## config.mk

```make
export PLATFORM = sky130hd
export DESIGN_NAME = qpu_ifu_flush_rspdr
export DESIGN_NICKNAME = d
export VERILOG_FILES = /design/src/rtl/qpu_ifu_flush_rspdr.sv
export SDC_FILE = /design/constraint.sdc
export NUM_CORES = 1
export LEC_CHECK = 0
export ABC_CLOCK_PERIOD_IN_PS = 2800
export CAP_MARGIN = 20
export CORE_UTILIZATION = 45
export DETAILED_ROUTE_END_ITERATION = 8
export DONT_BUFFER_PORTS = 1
export PLACE_DENSITY = 0.56
export SLEW_MARGIN = 0
export SYNTH_ARGS = -nofsm -noshare
export SYNTH_HDL_FRONTEND = slang
export SYNTH_SLANG_ARGS = --single-unit
```

## constraint.sdc

```tcl
create_clock -name clk -period 2.8 [get_ports clk]
set_input_delay 0.28 -clock clk [delete_from_list [all_inputs] [get_ports clk]]
set_output_delay 0.28 -clock clk [all_outputs]
set_load 0.02 [all_outputs]
```

## src/rtl/qpu_ifu_flush_rspdr.sv

```systemverilog
// qpu_ifu_flush_rspdr: responder end of the branch-mispredict flush handshake.
// Owns the fetch PC, issues sequential fetches, drains stale responses on a
// flush, redirects the PC to op1+op2 and acks the requester.
// Optional feature macro: QPU_IFU_FLUSH_CNT_EN adds the flush_cnt port/counter.
module qpu_ifu_flush_rspdr #(
  parameter int unsigned PC_SIZE  = 32,
  parameter int unsigned MAX_OUTS = 4,
  parameter int unsigned OUTS_W   = 3,
  parameter logic [PC_SIZE-1:0] RESET_PC = '0
) (
  input  logic               clk,
  input  logic               rst,
  input  logic               brchmis_flush_req,
  input  logic [PC_SIZE-1:0] brchmis_flush_add_op1,
  input  logic [PC_SIZE-1:0] brchmis_flush_add_op2,
  output logic               brchmis_flush_ack,
  output logic               ifu_flush_pulse,
  output logic               ifu_req_valid,
  input  logic               ifu_req_ready,
  output logic [PC_SIZE-1:0] ifu_req_pc,
  input  logic               ifu_rsp_valid,
`ifdef QPU_IFU_FLUSH_CNT_EN
  output logic               ifu_rsp_kill,
  output logic [31:0]        flush_cnt
`else
  output logic               ifu_rsp_kill
`endif
);

  typedef enum logic [1:0] {ST_RUN, ST_DRAIN, ST_ACK} state_e;

  state_e              state_q, state_d;
  logic [PC_SIZE-1:0]  pc_q, pc_d;
  logic [PC_SIZE-1:0]  tgt_q, tgt_d;
  logic [OUTS_W-1:0]   outs_q, outs_d;
  logic                req_hs;
  logic                rsp_dec;
  logic                flush_accept;

  // Output decode, outstanding-count update and next-state selection
  always_comb begin
    state_d      = state_q;
    pc_d         = pc_q;
    tgt_d        = tgt_q;
    flush_accept = ~rst & (state_q == ST_RUN) & brchmis_flush_req;

    ifu_req_pc        = pc_q;
    ifu_req_valid     = ~rst & (state_q == ST_RUN) & ~brchmis_flush_req &
                        (outs_q < OUTS_W'(MAX_OUTS));
    ifu_flush_pulse   = flush_accept;
    brchmis_flush_ack = ~rst & (state_q == ST_ACK);
    // A response arriving in the accept cycle already belongs to the old path.
    ifu_rsp_kill      = ~rst & ifu_rsp_valid & ((state_q == ST_DRAIN) | flush_accept);

    req_hs  = ifu_req_valid & ifu_req_ready;
    // A response with nothing outstanding is a protocol error; the count holds at 0.
    rsp_dec = ifu_rsp_valid & (outs_q != '0);
    outs_d  = outs_q + OUTS_W'(req_hs) - OUTS_W'(rsp_dec);

    unique case (state_q)
      ST_RUN: begin
        if (req_hs) pc_d = pc_q + PC_SIZE'(4);
        if (flush_accept) begin
          tgt_d   = brchmis_flush_add_op1 + brchmis_flush_add_op2;
          state_d = (outs_d == '0) ? ST_ACK : ST_DRAIN;
        end
      end
      ST_DRAIN: begin
        if (outs_d == '0) state_d = ST_ACK;
      end
      ST_ACK: begin
        pc_d    = tgt_q;
        state_d = ST_RUN;
      end
      default: state_d = ST_RUN;
    endcase
  end

  // State and datapath registers with synchronous reset
  always_ff @(posedge clk) begin
    if (rst) begin
      state_q <= ST_RUN;
      pc_q    <= RESET_PC;
      tgt_q   <= '0;
      outs_q  <= '0;
    end else begin
      state_q <= state_d;
      pc_q    <= pc_d;
      tgt_q   <= tgt_d;
      outs_q  <= outs_d;
    end
  end

`ifdef QPU_IFU_FLUSH_CNT_EN
  logic [31:0] flush_cnt_q, flush_cnt_d;

  // Saturating count of completed flushes
  always_comb begin
    flush_cnt_d = flush_cnt_q;
    if ((state_q == ST_ACK) && (flush_cnt_q != '1)) flush_cnt_d = flush_cnt_q + 32'd1;
  end

  // Flush counter register
  always_ff @(posedge clk) begin
    if (rst) flush_cnt_q <= '0;
    else     flush_cnt_q <= flush_cnt_d;
  end

  assign flush_cnt = flush_cnt_q;
`endif

  // Responses must never arrive with nothing outstanding
  a_rsp_with_outs: assert property (@(posedge clk) disable iff (rst)
    ifu_rsp_valid |-> (outs_q != '0));

endmodule

```

---- Word-level counts from Yosys, hierarchy flattened ----
Index checks and enable logic that the tools add are counted.
word-level totals
  register bits after elaboration ......... 69
  input port bits ......................... 69
  output and inout bits ................... 36
  logic and storage cells ................. 39
operators by class
  $add $sub $neg .......................... 4
  magnitude comparators ................... 1
  eq/ne operators ......................... 5
  muxes and demuxes ....................... 6
  bitwise gates (word level) .............. 12
  reduce and logical (&&, ||, !) cells .... 7
operators by type and width
  kind                                                    number
  one-hot mux 32 bit (2 select lines)                     1
  adder 32 x 3 -> 32 bit (second input constant)          1
  adder 32 bit                                            1
  2-to-1 mux 32 bit                                       1
  AND 1 bit                                               9
  2-to-1 mux 2 bit                                        3
  AND reduction 2 bit                                     3
  inequality test 2 bit (second input constant)           2
  one-hot mux 2 bit (2 select lines)                      1
  adder 3 x 1 -> 3 bit                                    1
  zero test 3 bit                                         1
  less-than comparator 3 bit (second input constant)      1
  nonzero test 3 bit                                      1
  subtractor 3 x 1 -> 3 bit                               1
  == test 2 x 1 -> 1 bit (second input constant)          1
  == test 2 bit (second input constant)                   1
  zero test 2 bit                                         1
  inequality test 2 x 1 -> 1 bit (second input constant)  1
  inverter 1 bit                                          2
  nonzero test 2 bit                                      1
  OR 1 bit                                                1

---- Longest topological paths before layout ----
  depth after elaboration ................. 11
  gate-level depth with buffers ........... 15
  gate-level depth less buffers ........... 11

---- Worst setup path after synthesis ----
No wires, ideal clock.
  path type ............................... input port to flip-flop
  start ................................... input port rst
  end ..................................... register state_q[0]
  library setup time ...................... 0.126 ns
  data arrival time ....................... 2.754 ns
  required time ........................... 2.674 ns
  setup slack ............................. -0.080 ns
  stages on the path ...................... 15
  path buffers ............................ 4
  cell sequence ........................... buf_6 nor3_2 nor3b_2 and2_1 buf_4 inv_2 buf_2 buf_2 ha_1 inv_1 ha_1 fa_1 xnor2_1 nor3_1 nor2_1
on the way
  cells in the longest elaborated chain, start to end .. 11
  elaborated cells between the ends (all ways) .. 15
  those cells by class .................... add/sub (2); eq/ne (2); mux (3); bitwise (6); reduce/logical (2)
RTL lines
  item                                line    source
  start, declared                     12      input logic rst,
  inverter 1 bit *                    48      ifu_req_valid = ~rst & (state_q == ST_RUN) & ~brchmis_flush_req &
  AND 1 bit * (3 in a row)            48
  via ifu_req_valid                   18      output logic ifu_req_valid,
  AND 1 bit *                         55      req_hs = ifu_req_valid & ifu_req_ready;
  adder 3 x 1 -> 3 bit *              58      outs_d = outs_q + OUTS_W'(req_hs) - OUTS_W'(rsp_dec);
  subtractor 3 x 1 -> 3 bit *         58
  zero test 3 bit *                   65, 69
  2-to-1 mux 2 bit                    65      state_d = (outs_d == '0) ? ST_ACK : ST_DRAIN;
  2-to-1 mux 2 bit                    63      if (flush_accept) begin
  one-hot mux 2 bit (2 select lines)  60      unique case (state_q)
  end signal, assigned                87      state_q <= state_d;
  end, declared                       32      state_e state_q, state_d;
The timed path passes the listed nets; every way through them passes the cells marked *. The select of a mux whose other input is x is not followed.
A chain may end at the register's enable or synchronous reset.

---- Worst setup path in the final report ----
  start ................................... input port brchmis_flush_add_op1[20]
  end ..................................... register tgt_q[31]
on the way
  cells in the longest elaborated chain, start to end .. 1
RTL lines
  item                  line  source
  start, declared       14    input logic [PC_SIZE-1:0] brchmis_flush_add_op1,
  adder 32 bit          64    tgt_d = brchmis_flush_add_op1 + brchmis_flush_add_op2;
  end signal, assigned  89    tgt_q <= tgt_d;
  end, declared         34    logic [PC_SIZE-1:0] tgt_q, tgt_d;
Every way passes these cells.

==> results.txt <==
Setup slack on the worst reg-to-reg path comes out at around 430 ps. In this run the worst hold path is classified as in -> reg. For this design the static power due to leakage is approximately 0.0019 µW.

For this run, asynchronously set or reset flops after synthesis account for 0. Relative to the synthesized area, the layout overhead comes to 8.37%. The chip width came out at roughly 100 µm. The overflow left after global routing came out at 0.

The via count of the first global-routing pass came out at approximately 3900. Dividing total power by cell area gives a power density of just under 700 mW/mm². The fraction of layout instances using a drive strength above 1 is 0.0783. The number of gates given a new drive strength after cts is 0. For this run, the total global-route usage over all layers was measured as 0.224. STA classifies the critical path endpoint as a flip-flop.

Along the worst path, the maximum fanout reaches 5. STA classifies the critical path startpoint as an input pin. For this run, the leading register cell type out of synthesis is dfxtp_1. The count of different cell masters after synthesis came out at between 60 and 70.

Clock tree synthesis inserted a total of 9 buffers. In the finished design, the share of the clock period the worst path needs comes to 0.955. The first-pass GRT wire length is around 20000 µm.

TritonCTS built the clock tree. The net switching power came out at around 1400 µW. The estimated wirelength of the detail-placed design came out at about 9000 µm. The maximum count of clock buffers along a single path is 2. The core region is ~0.0099 mm². The mux share of post-synthesis cell area came out at 0.00669. The length of the first detailed-routing pass in iterations is 4. The initial antenna violation count came to 0. The clock transition at the registers of the reported paths came out at around 70 ps. The initial cell density of the core is 0.472. The number of DRC markers in iteration 0 came out at approximately 290. The leading cell type in the layout, fill and taps excluded is dfxtp_1. The cell at the root of the clock tree is clkbuf_8. The number of standard cells after synthesis came out at 612. The sequential share of power is 0.432. The clock latency reported for the late side of the worst-skew pair is about 350 ps. The share of total power dissipated in combinational logic is 0.337.

The critical setup path kind is in -> reg. The number of synthesized flops with an enable pin came out at 0. Of the total synthesized cell area, the portion taken by AND, OR, NAND and NOR gates is 0.243.

The total vias in the final route came out at about 4400. The area of placed instances is slightly below 0.005 mm². The compound-gate portion of the synthesized area was 0.251.

The highest clock frequency the design can meet came out at roughly 0.37 GHz. The largest voltage drop on the vdd net is approximately 330 µV. The worst-case hold slack is around 160 ps. The count of max-cap constraint violations is 0. The share of synthesized cell area in full adder, half adder and majority cells came out at 0.0995. The share of the Yosys chip area taken by registers is 0.295. Setup repair after global routing left no endpoint under its margin. The worst max-slew margin expressed relative to the limit came out at 0.332. The repair_antennas step left the layout with diodes totalling 0. The post-synthesis sequential element count is 69. STA puts the critical path data required time at slightly above 3000 ps.

Setup violations remaining at the end of the flow were counted as 0. The mean instance size in the synthesized netlist is between 7 and 8 µm². The max-slew violation total from the final report is 0.

In the layout the commonest cells are dfxtp_1, nand2_1, o21ai_0. In the final routed layout, each cell accounts on average for ~16 µm. The switching part of the total came out at 0.393. The placer's final routability congestion estimate is between 0.8 and 0.9. After floorplanning, the core was divided into 36 placement rows.

At the pin with the least slew margin, the transition time is 977 ps. The combined area of all synthesized cells is about 0.0047 mm². From bottom edge to top edge, the die measures just over 100 µm. The clock sink total is between 60 and 70.

The final design area excluding fillers is between 0.005 and 0.006 mm². The smallest clock period supported by the final layout is computed as between 2000 and 3000 ps. The count of nets after finishing is roughly 700.

In the routed layout, each cell is associated on average with a via count of 5.86. The maximum clock skew at final layout came out at roughly 12 ps. The total power came out at about 3500 µW. The number of input and output port buffers inserted came out at 0. The final-layout fill cell count is 1004.

The internal power of the cells totals about 2100 µW. The count of pins on the block boundary came out at around 110. The count of nets left with antenna violations once routing finished came out at 0. The H-tree depth came out at 3. The count of endpoints failing hold in the final timing report is 0. The share of total power dissipated in the clock network is 0.231. The floorplan step defined a die boundary enclosing roughly 0.011 mm². Summed over all failing endpoints, the final setup total negative slack is 0 ps. The area share of xor/xnor cells in the synthesized design is 0.0674. By area, the combinational part of the netlist is dominated by compound AO/OA/AOI/OAI gates.

The number of nets handed over by synthesis was just over 700. The flow ran to the end, and the final reports show no timing, DRC or antenna violations. The utilization after layout is 0.512. The number of synthesis warnings came out at 0. In the routed design, unresolved DRC markers number 0. Summed over all layers, the routed wires come to 12100 µm. The endpoint arrival time on the critical path came out at between 2000 and 3000 ps.

The maximum number of pins on one net before global-route repair is 56.
[logic make-up after synthesis]
kind of cell             after synthesis
adder cells (fa/ha/maj)               36
multiplexers                           3
AND/OR/NAND/NOR                      237
buffers and inverters                 42
XOR/XNOR                              36
flip-flops                            69
AO/OA/AOI/OAI                        189
[power groups by stage]
stage               registers (µW)  clock network (µW)  logic (µW)
detailed placement            1520                   0        1160
finish                        1500                 806        1170
global placement              1510                   0        1150
CTS                           1500                 827        1180
global route                  1530                 865        1330
floorplan                     1450                   0         940
[layer usage]
layer | part of all wire | global-route usage
met1 | 0.51 | 0.315
met3 | 0.058 | 0.0439
met5 | 0 | 0
met2 | 0.41 | 0.321
met4 | 0.029 | 0.115
[path summary, 6_finish.rpt]
check                            start                          to  cells after the start
max          brchmis_flush_add_op1[20]      tgt_q[31]$_SDFFE_PP0P_                      9
max reg2reg    state_q[0]$_SDFFE_PP0P_     state_q[0]$_SDFFE_PP0P_                     11
min reg2reg      tgt_q[1]$_SDFFE_PP0P_  ifu_req_pc[1]$_SDFFE_PP0P_                      2
min           brchmis_flush_add_op2[0]       tgt_q[0]$_SDFFE_PP0P_                      3
[synth_stat cells, types with 4 or more instances]
cell | n | area (µm²)
a211oi_1 | 8 | 60.1
a21o_1 | 11 | 82.6
a21oi_1 | 54 | 270
a221oi_1 | 6 | 52.6
a311oi_1 | 4 | 35.0
a31oi_1 | 9 | 56.3
and3_1 | 13 | 81.3
buf_2 | 4 | 20.0
clkbuf_1 | 22 | 82.6
dfxtp_1 | 69 | 1380
ha_1 | 34 | 425
inv_1 | 11 | 41.3
nand2_1 | 64 | 240
nand3_1 | 48 | 240
nand4_1 | 11 | 68.8
nor2_1 | 56 | 210
nor2b_1 | 7 | 43.8
nor3_1 | 12 | 60.1
nor4_1 | 4 | 25.0
o21ai_0 | 64 | 320
or3_1 | 5 | 31.3
xnor2_1 | 14 | 123
xor2_1 | 22 | 193
[state kept, by name (all words and copies together), names as in the netlist]
signal      cells
tgt_q          32
outs_q          3
state_q         2
ifu_req_pc     32
[stage by stage]
step	setup WS, ps	instances
floorplan	0.100	612
global placement	-203	729
detailed placement	-132	729
CTS	252	746
global route	142	746
finish	125	746
[final cells by class]
type | count | area, µm² | area share
well taps | 133 | 166 | 0.0328
clock buffers | 12 | 145 | 0.0286
repair buffers | 14 | 118 | 0.0232
inverters | 13 | 51.3 | 0.0101
multi-input cells | 501 | 3160 | 0.623
flip-flops and latches | 69 | 1380 | 0.272
clock inverters | 4 | 47.5 | 0.00938
[worst max-delay path, stage by stage]
cell       delay [ps]
ha_1              350
a21oi_1           190
o21ai_0           150
a2111oi_0         880
o211ai_1          310
o211ai_1          260
o21ai_0           180
xnor2_1           190
o21ai_0           100
[what timing repair did]
| action | 4_1_cts | 5_1_grt |
|---|---|---|
| hold buffers | 1 | 0 |
| buffers inserted | 0 | 0 |
| endpoints found under the hold margin | 33 | 0 |
Power figures use the tool's default switching activity.
